**config.mk**
```make
export PLATFORM = sky130hd
export DESIGN_NAME = z80_io_port_fifo
export DESIGN_NICKNAME = d
export VERILOG_FILES = /design/src/rtl/z80_io_pkg.sv /design/src/rtl/z80_io_fifo.sv /design/src/rtl/z80_io_port_fifo.sv
export SDC_FILE = /design/constraint.sdc
export NUM_CORES = 1
export LEC_CHECK = 0
export CAP_MARGIN = 20
export CORE_ASPECT_RATIO = 1.25
export CORE_MARGIN = 2
export CORE_UTILIZATION = 54
export DETAILED_ROUTE_END_ITERATION = 16
export PLACE_DENSITY = 0.76
export REMOVE_ABC_BUFFERS = 1
export SLEW_MARGIN = 20
export SYNTH_ARGS = -nofsm -noshare
export SYNTH_HDL_FRONTEND = slang
export SYNTH_SLANG_ARGS = --single-unit
```
**constraint.sdc**
```tcl
create_clock -name clk -period 3.1 [get_ports clk]
set_clock_uncertainty 0.1 [all_clocks]
set_input_delay 0.31 -clock clk [delete_from_list [all_inputs] [get_ports clk]]
set_output_delay 0.31 -clock clk [all_outputs]
set_load 0.03 [all_outputs]
```
**src/rtl/z80_io_pkg.sv**
```systemverilog
// z80_io_pkg: shared constants and status packing for the z80 I/O port FIFO
package z80_io_pkg;
    localparam int STATUS_OFFSET = 1;
    localparam int TXFULL  = 0;
    localparam int TXEMPTY = 1;
    localparam int RXNE    = 2;
    localparam int RXFULL  = 3;
    localparam int TXOVF   = 6;
    localparam int RXUNF   = 7;
    localparam logic [7:0] RD_EMPTY_VAL = 8'hFF;

    function automatic logic [7:0] pack_status(
        input logic rx_unf,
        input logic tx_ovf,
        input logic rx_full,
        input logic rx_ne,
        input logic tx_empty,
        input logic tx_full
    );
        logic [7:0] s;
        s = '0;
        s[RXUNF]   = rx_unf;
        s[TXOVF]   = tx_ovf;
        s[RXFULL]  = rx_full;
        s[RXNE]    = rx_ne;
        s[TXEMPTY] = tx_empty;
        s[TXFULL]  = tx_full;
        return s;
    endfunction
endpackage

```
**src/rtl/z80_io_fifo.sv**
```systemverilog
// z80_io_fifo: synchronous FIFO with wrap-around pointers, occupancy count and flush
module z80_io_fifo #(
    parameter int WIDTH = 8,
    parameter int DEPTH = 16
) (
    input  logic             clk,
    input  logic             reset,
    input  logic             flush,
    input  logic             push,
    input  logic             pop,
    input  logic [WIDTH-1:0] din,
    output logic [WIDTH-1:0] dout,
    output logic             full,
    output logic             empty
);
    localparam int AW = $clog2(DEPTH);

    logic [WIDTH-1:0] mem_q [DEPTH];
    logic [AW-1:0]    wr_ptr_q, wr_ptr_d;
    logic [AW-1:0]    rd_ptr_q, rd_ptr_d;
    logic [AW:0]      count_q, count_d;
    logic             do_push, do_pop;

    assign full    = count_q == (AW+1)'(DEPTH);
    assign empty   = count_q == '0;
    assign do_push = push && !full;
    assign do_pop  = pop && !empty;
    assign dout    = mem_q[rd_ptr_q];

    // advance pointers and occupancy; flush discards everything in flight
    always_comb begin
        wr_ptr_d = wr_ptr_q + AW'(do_push);
        rd_ptr_d = rd_ptr_q + AW'(do_pop);
        count_d  = count_q + (AW+1)'(do_push) - (AW+1)'(do_pop);
        if (flush) begin
            wr_ptr_d = '0;
            rd_ptr_d = '0;
            count_d  = '0;
        end
    end

    // pointer and count registers
    always_ff @(posedge clk) begin
        if (reset) begin
            wr_ptr_q <= '0;
            rd_ptr_q <= '0;
            count_q  <= '0;
        end else begin
            wr_ptr_q <= wr_ptr_d;
            rd_ptr_q <= rd_ptr_d;
            count_q  <= count_d;
        end
    end

    // storage array, written only on an accepted push
    always_ff @(posedge clk) begin
        if (do_push && !flush) mem_q[wr_ptr_q] <= din;
    end
endmodule

```
**src/rtl/z80_io_port_fifo.sv**
```systemverilog
// z80_io_port_fifo: tv80s I/O-mapped DATA/STATUS ports bridging the CPU to TX/RX stream FIFOs
module z80_io_port_fifo
    import z80_io_pkg::*;
#(
    parameter logic [7:0] BASE_ADDR    = 8'h00,
    parameter int         DEPTH        = 16,
    parameter bit         WAIT_ON_FULL = 1'b1
) (
    input  logic        clk,
    input  logic        reset,
    input  logic [15:0] cpu_a,
    input  logic [7:0]  cpu_do,
    input  logic        cpu_iorq_n,
    input  logic        cpu_rd_n,
    input  logic        cpu_wr_n,
    input  logic        cpu_m1_n,
    output logic [7:0]  io_di,
    output logic        io_oe,
    output logic        wait_n,
    output logic [7:0]  tx_data,
    output logic        tx_valid,
    input  logic        tx_ready,
    input  logic [7:0]  rx_data,
    input  logic        rx_valid,
    output logic        rx_ready
);
    localparam logic [7:0] STATUS_ADDR = 8'(BASE_ADDR + STATUS_OFFSET);

    logic       serviced_q, serviced_d;
    logic       tx_ovf_q, tx_ovf_d;
    logic       rx_unf_q, rx_unf_d;
    logic [7:0] io_di_q, io_di_d;
    logic       is_data, is_stat, sel, wr_cyc, rd_cyc;
    logic       tx_wr, tx_push, tx_drop, tx_stall, st_wr, rx_rd, st_rd;
    logic       tx_full, tx_empty, rx_full, rx_empty, tx_flush;
    logic [7:0] rx_head, status;
    logic       unused_addr;

    assign unused_addr = ^cpu_a[15:8];

    // Only the low address byte is decoded; INTA (M1 with IORQ) never selects us.
    assign is_data = cpu_a[7:0] == BASE_ADDR;
    assign is_stat = cpu_a[7:0] == STATUS_ADDR;
    assign sel     = !cpu_iorq_n && cpu_m1_n && (is_data || is_stat);
    assign wr_cyc  = sel && !cpu_wr_n;
    assign rd_cyc  = sel && !cpu_rd_n;

    // A full TX either stalls the CPU or drops the byte; push only when not full
    // as sampled this clk, so a same-cycle sink pop never lets the byte through early.
    assign tx_wr    = wr_cyc && is_data && !serviced_q;
    assign tx_push  = tx_wr && !tx_full;
    assign tx_stall = tx_wr && tx_full && WAIT_ON_FULL;
    assign tx_drop  = tx_wr && tx_full && !WAIT_ON_FULL;
    assign st_wr    = wr_cyc && is_stat && !serviced_q;
    assign rx_rd    = rd_cyc && is_data && !serviced_q;
    assign st_rd    = rd_cyc && is_stat && !serviced_q;
    assign tx_flush = st_wr && cpu_do[0];

    assign wait_n   = reset || !tx_stall;
    assign io_oe    = rd_cyc;
    assign io_di    = io_di_q;
    assign tx_valid = !tx_empty;
    assign rx_ready = !rx_full;

    z80_io_fifo #(.WIDTH(8), .DEPTH(DEPTH)) u_tx_fifo (
        .clk   (clk),
        .reset (reset),
        .flush (tx_flush),
        .push  (tx_push),
        .pop   (tx_ready),
        .din   (cpu_do),
        .dout  (tx_data),
        .full  (tx_full),
        .empty (tx_empty)
    );

    z80_io_fifo #(.WIDTH(8), .DEPTH(DEPTH)) u_rx_fifo (
        .clk   (clk),
        .reset (reset),
        .flush (1'b0),
        .push  (rx_valid),
        .pop   (rx_rd),
        .din   (rx_data),
        .dout  (rx_head),
        .full  (rx_full),
        .empty (rx_empty)
    );

    // status snapshot presented on a STATUS read
    always_comb begin
        status = pack_status(rx_unf_q, tx_ovf_q, rx_full, !rx_empty, tx_empty, tx_full);
    end

    // one action per bus cycle, sticky error flags and registered read data
    always_comb begin
        serviced_d = cpu_iorq_n ? 1'b0 : serviced_q;
        tx_ovf_d   = tx_ovf_q;
        rx_unf_d   = rx_unf_q;
        io_di_d    = io_di_q;
        if (tx_push || tx_drop || st_wr || rx_rd || st_rd) serviced_d = 1'b1;
        if (tx_drop) tx_ovf_d = 1'b1;
        if (st_wr && cpu_do[TXOVF]) tx_ovf_d = 1'b0;
        if (st_wr && cpu_do[RXUNF]) rx_unf_d = 1'b0;
        if (rx_rd && rx_empty) rx_unf_d = 1'b1;
        if (rx_rd) io_di_d = rx_empty ? RD_EMPTY_VAL : rx_head;
        if (st_rd) io_di_d = status;
    end

    // control registers; serviced resets high so a cycle spanning reset is ignored
    always_ff @(posedge clk) begin
        if (reset) begin
            serviced_q <= 1'b1;
            tx_ovf_q   <= 1'b0;
            rx_unf_q   <= 1'b0;
            io_di_q    <= 8'h00;
        end else begin
            serviced_q <= serviced_d;
            tx_ovf_q   <= tx_ovf_d;
            rx_unf_q   <= rx_unf_d;
            io_di_q    <= io_di_d;
        end
    end
endmodule

```
# Word-level counts from Yosys, hierarchy flattened
# Memories as Yosys holds them, arrays and structs flattened. A register that Yosys moved wholly into a read port is not among the register bits.
# Cells that the tools add are included.
# W data, S select, Z words.
dict set report totals {
  register_bits 36
  latchBits 0
  ram_bits 256
  romBits 0
  input_bits 40
  output_inout_bits 20
  memories 2
}
dict set report op_classes {
  n_addsub 8
  multipliers 0
  div 0
  n_lt_le_gt_ge 0
  eq_ne 3
  n_shift 0
  mux 11
  bitwise_logic 0
  n_reduce_logical 45
}
# memory words word_bits read_ports rd_clocked_by_memory_dff write_ports line
set memory_table {}
lappend memory_table {u_rx_fifo.mem_q 16 8 1 1 1 z80_io_fifo.sv:18} ;# logic [WIDTH-1:0] mem_q [DEPTH];
lappend memory_table {u_tx_fifo.mem_q 16 8 1 1 1 z80_io_fifo.sv:18}
# op count
set op_table {}
lappend op_table {{$mux W8} 3}
lappend op_table {{$logic_and A1 B1 Y1} 22}
lappend op_table {{$add A4 B1 Y4} 4}
lappend op_table {{$add A5 B1 Y5} 2}
lappend op_table {{$eq A5 B5 Y1 const B} 2}
lappend op_table {{$logic_not A1 Y1} 10}
lappend op_table {{$logic_not A5 Y1} 2}
lappend op_table {{$sub A5 B1 Y5} 2}
lappend op_table {{$eq A8 B1 Y1 const B} 1}
lappend op_table {{$logic_not A8 Y1} 1}
lappend op_table {{$mux W4} 2}
lappend op_table {{$mux W1} 6}
lappend op_table {{$reduce_or A2 Y1} 3}
lappend op_table {{$logic_or A1 B1 Y1} 5}
lappend op_table {{$reduce_bool A2 Y1} 2}

# Longest topological paths before layout
# Gate-level depths: netlist (run 1).
dict set report depth {
  ltp_word 11
  mapped_depth 13
  mapped_depth_nobuf 13
}

# Cells and area by module
# Synthesis (run 1) repeated with hierarchy kept, for this count alone.
dict set report unflattened {
  hier_cells 732
  area_unflattened_um2 12190.4
}
# module n_inst cells_each area_per_inst_um2 seq_area_each_um2
set by_module_without_submodules {}
lappend by_module_without_submodules {{z80_io_fifo (u_rx_fifo)} 1 326 5770.5 4103.9}
lappend by_module_without_submodules {{z80_io_fifo (u_tx_fifo)} 1 327 5768.0 4103.9}
lappend by_module_without_submodules {z80_io_port_fifo 1 79 651.9 200.2}

# Least setup slack after synthesis (run 1)
# Ideal clock, no wire load.
dict set report synth_timing {
  path_type {register to register}
  startpoint {register u_tx_fifo.count_q[3]}
  endpoint {register u_tx_fifo.count_q[4]}
  setup_ns 0.070
  t_arrival_ns 2.920
  required_ns 2.930
  setup_slack_ns 0.010
  stages_incl_launch_ff 13
  period_less_slack_ns 3.090
  cell_sequence {dfxtp_1 -> inv_1 -> ha_1 -> or4b_1 -> and2_1 -> ha_1 -> inv_1 -> ha_1 -> fa_1 -> a21oi_1 -> nor2_1 -> or3_1 -> a21oi_1}
}
dict set report synth_between {
  word_cells_on_any_way 9
  classes_between {add/sub: 2; eq/ne: 1; reduce/logical: 6}
}
# element line
set synth_lines {}
lappend synth_lines {{start, declared} z80_io_fifo.sv:21} ;# logic [AW:0] count_q, count_d;
lappend synth_lines {{start signal, assigned} z80_io_fifo.sv:51} ;# count_q <= count_d;
lappend synth_lines {{$logic_not A5 Y1} z80_io_fifo.sv:25} ;# assign empty = count_q == '0;
lappend synth_lines {{$logic_not A1 Y1} --}
lappend synth_lines {{net tx_valid} z80_io_port_fifo.sv:21} ;# output logic tx_valid,
lappend synth_lines {{$logic_and A1 B1 Y1} z80_io_fifo.sv:27} ;# assign do_pop = pop && !empty;
lappend synth_lines {{$sub A5 B1 Y5} z80_io_fifo.sv:34} ;# count_d = count_q + (AW+1)'(do_push) - (AW+1)'(do_pop);
# The timed path passes the listed nets, and every way through them passes these cells.
# A chain may end at the register's enable or synchronous reset.

==> metrics.txt, run 1 <==
critical-path cell list=buf_12 > mux4_2 > mux4_2 > dlygate4sd2_1; max_cap viols=0; DP Cell Count=about 1000; sequential fraction of the synthesis area=0.704; IO Port Bufs=51; pre-CTS WS=-0.426 ns; global-route wire length before repair=roughly 38000 um; max incr delay on CP=about 0.57 ns; fin. max-slew vios=0; reg2reg start=u_tx_fifo.count_q[3]$_SDFF_PP0_; worst-case reg-to-reg path depth=12; cell count after synthesis=between 600 and 700; initial antenna violation count=0; crit path time final=approximately 3.0 ns; All-Layer GR Usage=0.213; Skew-Pair Late Insertion Delay=0.54 ns; Sequential Power Share=0.448; RSZ-0062 raised after global routing=no; Setup crit end kind=output pin; Die Y=170 um; Setup WS post-layout=between 0.09 and 0.1 ns; CTS Root Cell=clkbuf_16; Clock Pin Slew Worst Setup and Hold Paths=roughly 0.07 ns; Power Density=around 700 mW/mm^2; area growth from synthesis to layout=19.1%; diode count=0; Final Cycle Share=0.968; Detail Route Antenna Nets=0; hold path start=cpu_wr_n; Routed WL per cell=roughly 23 um; Die ar.=0.0233 mm^2; hpwl dp=approximately 16000 um; hold endpoint=serviced_q$_SDFFE_PP1P_; Critical Path Source Type=flip-flop; Detailed Route WL=24000 um; fmax=~0.33 GHz; final hold violation count=0; Reg2Reg Capture Point=u_tx_fifo.count_q[4]$_SDFF_PP0_; CTS sink count=292; First-pass DRT Iterations=7; most used cell, CP=mux4_2; HP Class=in2reg; Comb power frac=0.162; final net count=817; FP Rows=60; Via density=between 5 and 6; share of cells above drive strength 1=0.250; DR iter-0 viols=555; Async SR Flop Fraction=0; Peak VDD IR=0.521 mV; WP data required=2.69 ns; WHS Path Cells=4; clock share of power=0.390; largest net degree at the start of global routing=35; Initial Utilization=0.552; Top FF cell, synth=edfxtp_1; H-tree depth=1; cts bufs inserted=28; die width=about 140 um; final std cells w/o fill=approximately 1100; Int Pwr=between 7 and 8 mW; syn_area_per_cell=approximately 18 um^2; NetSw=2.31 mW; EDFF count, synth=around 260; final setup vio count=0; Sw Ratio=0.232; core box area=0.0216 mm^2; CTS tree=yes; worst-margin pin slew=roughly 0.75 ns; Yosys cell types=57; Worst Path Class, Setup=reg2out; CP max stage cell=mux4_2; synthesis-stage register bit count=292; Worst R2R Setup Slack=about 0.18 ns; vias in the first global route=between 6000 and 7000; relative slew slack=0.499; CP Data Arrival Time=approximately 2.6 ns; Pleak=between 4 and 5 nW; buffer levels on the longest clock path=3; outcome=complete, no violations; Ports=60; CP max FO=33; Syn Std Cell Area=0.0119 mm^2; CTS hold repair buffers=0; vias=roughly 6300; Ys Warns=0; gpl congestion=about 0.9; Post-route DRC=0; post-CTS setup buffers=0; GRT overflow=0
==> power groups by stage <==
| stage | logic [mW] | registers, mW | clock network, mW |
|---|---|---|---|
| final | 1.61 | 4.46 | 3.88 |
| after CTS | 1.61 | 4.46 | 3.94 |
| after floorplan | 0.965 | 4.63 | 0 |
| after detailed placement | 1.62 | 4.54 | 0 |
| after global routing | 1.75 | 4.47 | 4.08 |
| after global placement | 1.56 | 4.53 | 0 |
==> area by class of cell <==
type | instances | area, um^2
multi-input cells | 299 | 3310
fillers | 1424 | 7400
inverters | 26 | 97.6
flip-flops and latches | 292 | 8410
repair buffers | 108 | 978
clock inverters | 21 | 339
clock buffers | 31 | 733
well taps | 279 | 349
==> stage by stage <==
step                power (mW)  hold WS, ns  TNS [ns]  utilization  cell area, um^2
finish                    9.95        0.422         0        0.658            14200
global route              10.3        0.447         0        0.658            14200
CTS                       10.0        0.405         0        0.657            14200
global placement          6.09        0.410    -0.316        0.608            13100
detailed placement        6.16        0.426    -0.449        0.608            13100
floorplan                 5.59        0.279         0            -            11800
==> routing by layer <==
metal | vias to the layer above | track usage | share of wire
li1 | 2830 | - | -
met1 | 3273 | 0.260 | 0.38
met2 | 185 | 0.396 | 0.56
met3 | 44 | 0.0244 | 0.042
met4 | 0 | 0.0619 | 0.025
met5 | - | 0 | 0
==> worst max-delay path, delay by kind of cell (launching register included) <==
family	cells	cell delay, ns
DFF	1	0.34
buffers and inverters	2	0.63
muxes	2	1.06
==> cell usage in the layout, fill, tap and decap left out, drive strengths merged, types with 9 or more instances in the layout <==
| cell | instances |
|---|---|
| a211oi | 12 |
| a21oi | 13 |
| and2 | 9 |
| buf | 57 |
| bufinv | 9 |
| clkbuf | 31 |
| clkdlybuf4s50 | 43 |
| dfxtp | 36 |
| edfxtp | 256 |
| ha | 20 |
| inv | 28 |
| mux2i | 18 |
| mux4 | 66 |
| nand2b | 12 |
| nor2 | 34 |
| nor2b | 10 |
| nor3 | 17 |
| nor4 | 9 |
==> registers in the layout, indices dropped and copies added (netlist names), 5 cells and up <==
name and flops:
u_rx_fifo.mem_q 128, u_rx_fifo.count_q 5, u_tx_fifo.mem_q 128, u_tx_fifo.count_q 5
io_di 8
==> synth_stat cells, types with 3 or more instances <==
cell type / count / area [um^2]
edfxtp_1: 256 / 7690
mux4_2: 66 / 1490
dfxtp_1: 36 / 721
nor2_1: 34 / 128
inv_1: 26 / 97.6
ha_1: 20 / 250
mux2i_1: 18 / 180
clkbuf_1: 16 / 60.1
nor3_1: 15 / 75.1
a21oi_1: 13 / 65.1
a211oi_1: 12 / 90.1
nand2b_1: 12 / 75.1
nor2b_1: 10 / 62.6
and2_1: 9 / 56.3
xnor2_1: 8 / 70.1
nand3_1: 7 / 35.0
buf_2: 6 / 30.0
xor2_1: 6 / 52.6
a221oi_1: 5 / 43.8
a22o_1: 5 / 43.8
a41oi_1: 5 / 43.8
nand2_1: 5 / 18.8
nor4_2: 5 / 62.6
buf_4: 3 / 22.5
nor4_4: 3 / 63.8
or3_1: 3 / 18.8
==> cell families after synthesis <==
kind of cell             after synthesis  share of synthesized area
buffers and inverters                 55                     0.0196
XOR/XNOR                              14                     0.0103
adder cells (fa/ha/maj)               22                     0.0243
flip-flops                           292                      0.704
AO/OA/AOI/OAI                         56                     0.0347
AND/OR/NAND/NOR                      123                     0.0675
multiplexers                          84                      0.140
==> worst max path at each step <==
stage	startpoint	end	cells past startpoint
6_report	u_tx_fifo.rd_ptr_q[0]$_SDFF_PP0_	tx_data[0]	4
3_3_place_gp	cpu_a[4]	u_rx_fifo.count_q[4]$_SDFF_PP0_	13
3_5_place_dp	cpu_a[4]	u_rx_fifo.count_q[4]$_SDFF_PP0_	13
2_1_floorplan	u_tx_fifo.rd_ptr_q[0]$_SDFF_PP0_	tx_data[0]	2
5_1_grt	cpu_a[4]	u_rx_fifo.count_q[4]$_SDFF_PP0_	13
4_1_cts	u_tx_fifo.rd_ptr_q[0]$_SDFF_PP0_	tx_data[0]	4
==> timing repair <==
item | CTS | global route
setup endpoints to repair | 8 | 1
gates resized for setup | 8 | 4
pin swaps | 0 | 1
hold endpoints to repair | 0 | 0
Note: power is estimated with default switching activity, not from simulation.
==> inputs of run 2 (changes only) <==
CORE_UTILIZATION = 56   (was 54)
CTS_BUF_LIST = sky130_fd_sc_hd__clkbuf_4   (was unset)
PLACE_DENSITY = 0.78   (was 0.76)
==> run 2 against run 1 <==
Against the previous run: non-clock buffer count up 3; clock power fell by 21%; sequential share of layout area grew 0.52 points; wire length fell by 3.3%; via count up 2.7%; total power fell by 7.1%; die area is 3.5% lower; first-iteration DRC count shrank 28%; largest cell class unchanged.
==> metrics.txt, run 2 (same netlist as run 1, synthesis figures left out) <==
# fillers=approximately 1300; Die Y=about 170 um; fmax=about 0.33 GHz; FP Rows=about 60; CTS tree=yes; most frequent cells in the layout=edfxtp_1 (256), clkbuf_4 (101), mux4_2 (66); commonest non-fill, non-tap cell in the layout=edfxtp_1; final net count=865; total power=slightly above 9 mW; All-Layer GR Usage=0.213; critical-path cell list=buf_12 > mux4_2 > mux4_2 > clkdlybuf4s15_1; Power Density=around 660 mW/mm^2; area growth from synthesis to layout=18.1%; Via density=around 5.7; vias=6501; Final Cycle Share=0.976; Peak VDD IR=about 0.45 mV; Routed WL per cell=between 20 and 25 um; WP data required=around 2.7 ns; RSZ-0062 raised after global routing=yes; max incr delay on CP=around 0.52 ns; First-pass DRT Iterations=7; worst-margin pin slew=0.792 ns; initial antenna violation count=1; Die ar.=roughly 0.023 mm^2; relative slew slack=0.471; IO Port Bufs=51; Ports=60; crit path time final=3.03 ns; global-route wire length before repair=around 37000 um; gpl congestion=0.813; DR iter-0 viols=between 300 and 400; vias in the first global route=approximately 7000; HP Class=in2reg; Setup crit end kind=output pin; final hold violation count=0; Skew-Pair Late Insertion Delay=between 0.6 and 0.7 ns; Critical Path Source Type=flip-flop; CP max FO=16; buffer levels on the longest clock path=3; CTS hold repair buffers=0; Pleak=4.69 nW; most used cell, CP=mux4_2; CP Buf/Inv Count=2; CP Depth=4; die width=135 um; WHS Path Cells=4; CTS Root Cell=clkbuf_4; CTS sink count=292; Initial Utilization=0.572; outcome=complete, no violations; fin. max-slew vios=0; Post-route DRC=0; largest net degree at the start of global routing=35; CP max stage cell=mux4_2; Detail Route Antenna Nets=0; share of cells above drive strength 1=0.312; max_cap viols=0; TNS Setup=0 ns; Clock Pin Slew Worst Setup and Hold Paths=approximately 0.06 ns; CP Data Arrival Time=2.62 ns; cts bufs inserted=73; worst-case reg-to-reg path depth=12; core box area=~0.021 mm^2; Worst Path Class, Setup=reg2out; CP top delay family=multiplexers; Detailed Route WL=around 23000 um; Min Hold Slack=0.331 ns; hpwl dp=around 16000 um; GRT overflow=0; final setup vio count=0; H-tree depth=3
## run 2: power breakdown
group | internal, mW | leakage [nW] | switching [mW]
sequential | 4.39 | 2.60 | 0.0869
clock | 1.60 | 0.538 | 1.45
combinational | 0.868 | 1.56 | 0.840
total | 6.86 | 4.69 | 2.38
## run 2: final cells by class
cell class / instances / area, um^2 / area share
inverters: 26 / 97.6 / 0.00692
clock inverters: 27 / 136 / 0.00967
repair buffers: 111 / 1030 / 0.0733
diodes: 1 / 2.50 / 0.000177
multi-input cells: 299 / 3320 / 0.235
clock buffers: 101 / 758 / 0.0538
well taps: 274 / 343 / 0.0243
flip-flops and latches: 292 / 8410 / 0.597
## run 2: what timing repair did
action / 4_1_cts / 5_1_grt
cloned: 0 / 1
gates resized for setup: 20 / 6
pin swaps: 0 / 1
setup buffers: 0 / 1
endpoints found under the setup margin: 8 / 6
## run 2: worst paths after layout
path,start,endpoint,slack [ns]
setup / recovery,u_tx_fifo.rd_ptr_q[0]$_SDFF_PP0_,tx_data[2],0.07
setup reg to reg,u_tx_fifo.count_q[2]$_SDFF_PP0_,u_tx_fifo.count_q[4]$_SDFF_PP0_,0.16
hold / removal,cpu_wr_n,serviced_q$_SDFFE_PP1P_,0.33
hold reg to reg,io_di[4]$_SDFFE_PP0P_,io_di[4]$_SDFFE_PP0P_,0.40
## run 2: per-stage QoR
step	instances	setup slack [ns]	utilization	instance area, um^2
after global placement	1000	-0.307	0.629	13100
after CTS	1128	0.000308	0.672	14000
after global routing	1131	-0.0188	0.675	14100
final	1131	0.0742	0.675	14100
after floorplan	617	0.000342	-	11800
after detailed placement	1000	-0.440	0.629	13100
## run 2: worst min-delay path: stages
cell,delay (ns)
clkdlybuf4s50_1,0.44
inv_1,0.13
a22oi_1,0.08
nand4b_1,0.08
## run 2: layer usage
layer  vias up  routed length, um  GRT usage
met5         -                  0          0
met4         0                827      0.109
met3        56               1110     0.0457
met2       217              12900      0.386
met1      3262               8430      0.235
li1       2966                  -          -
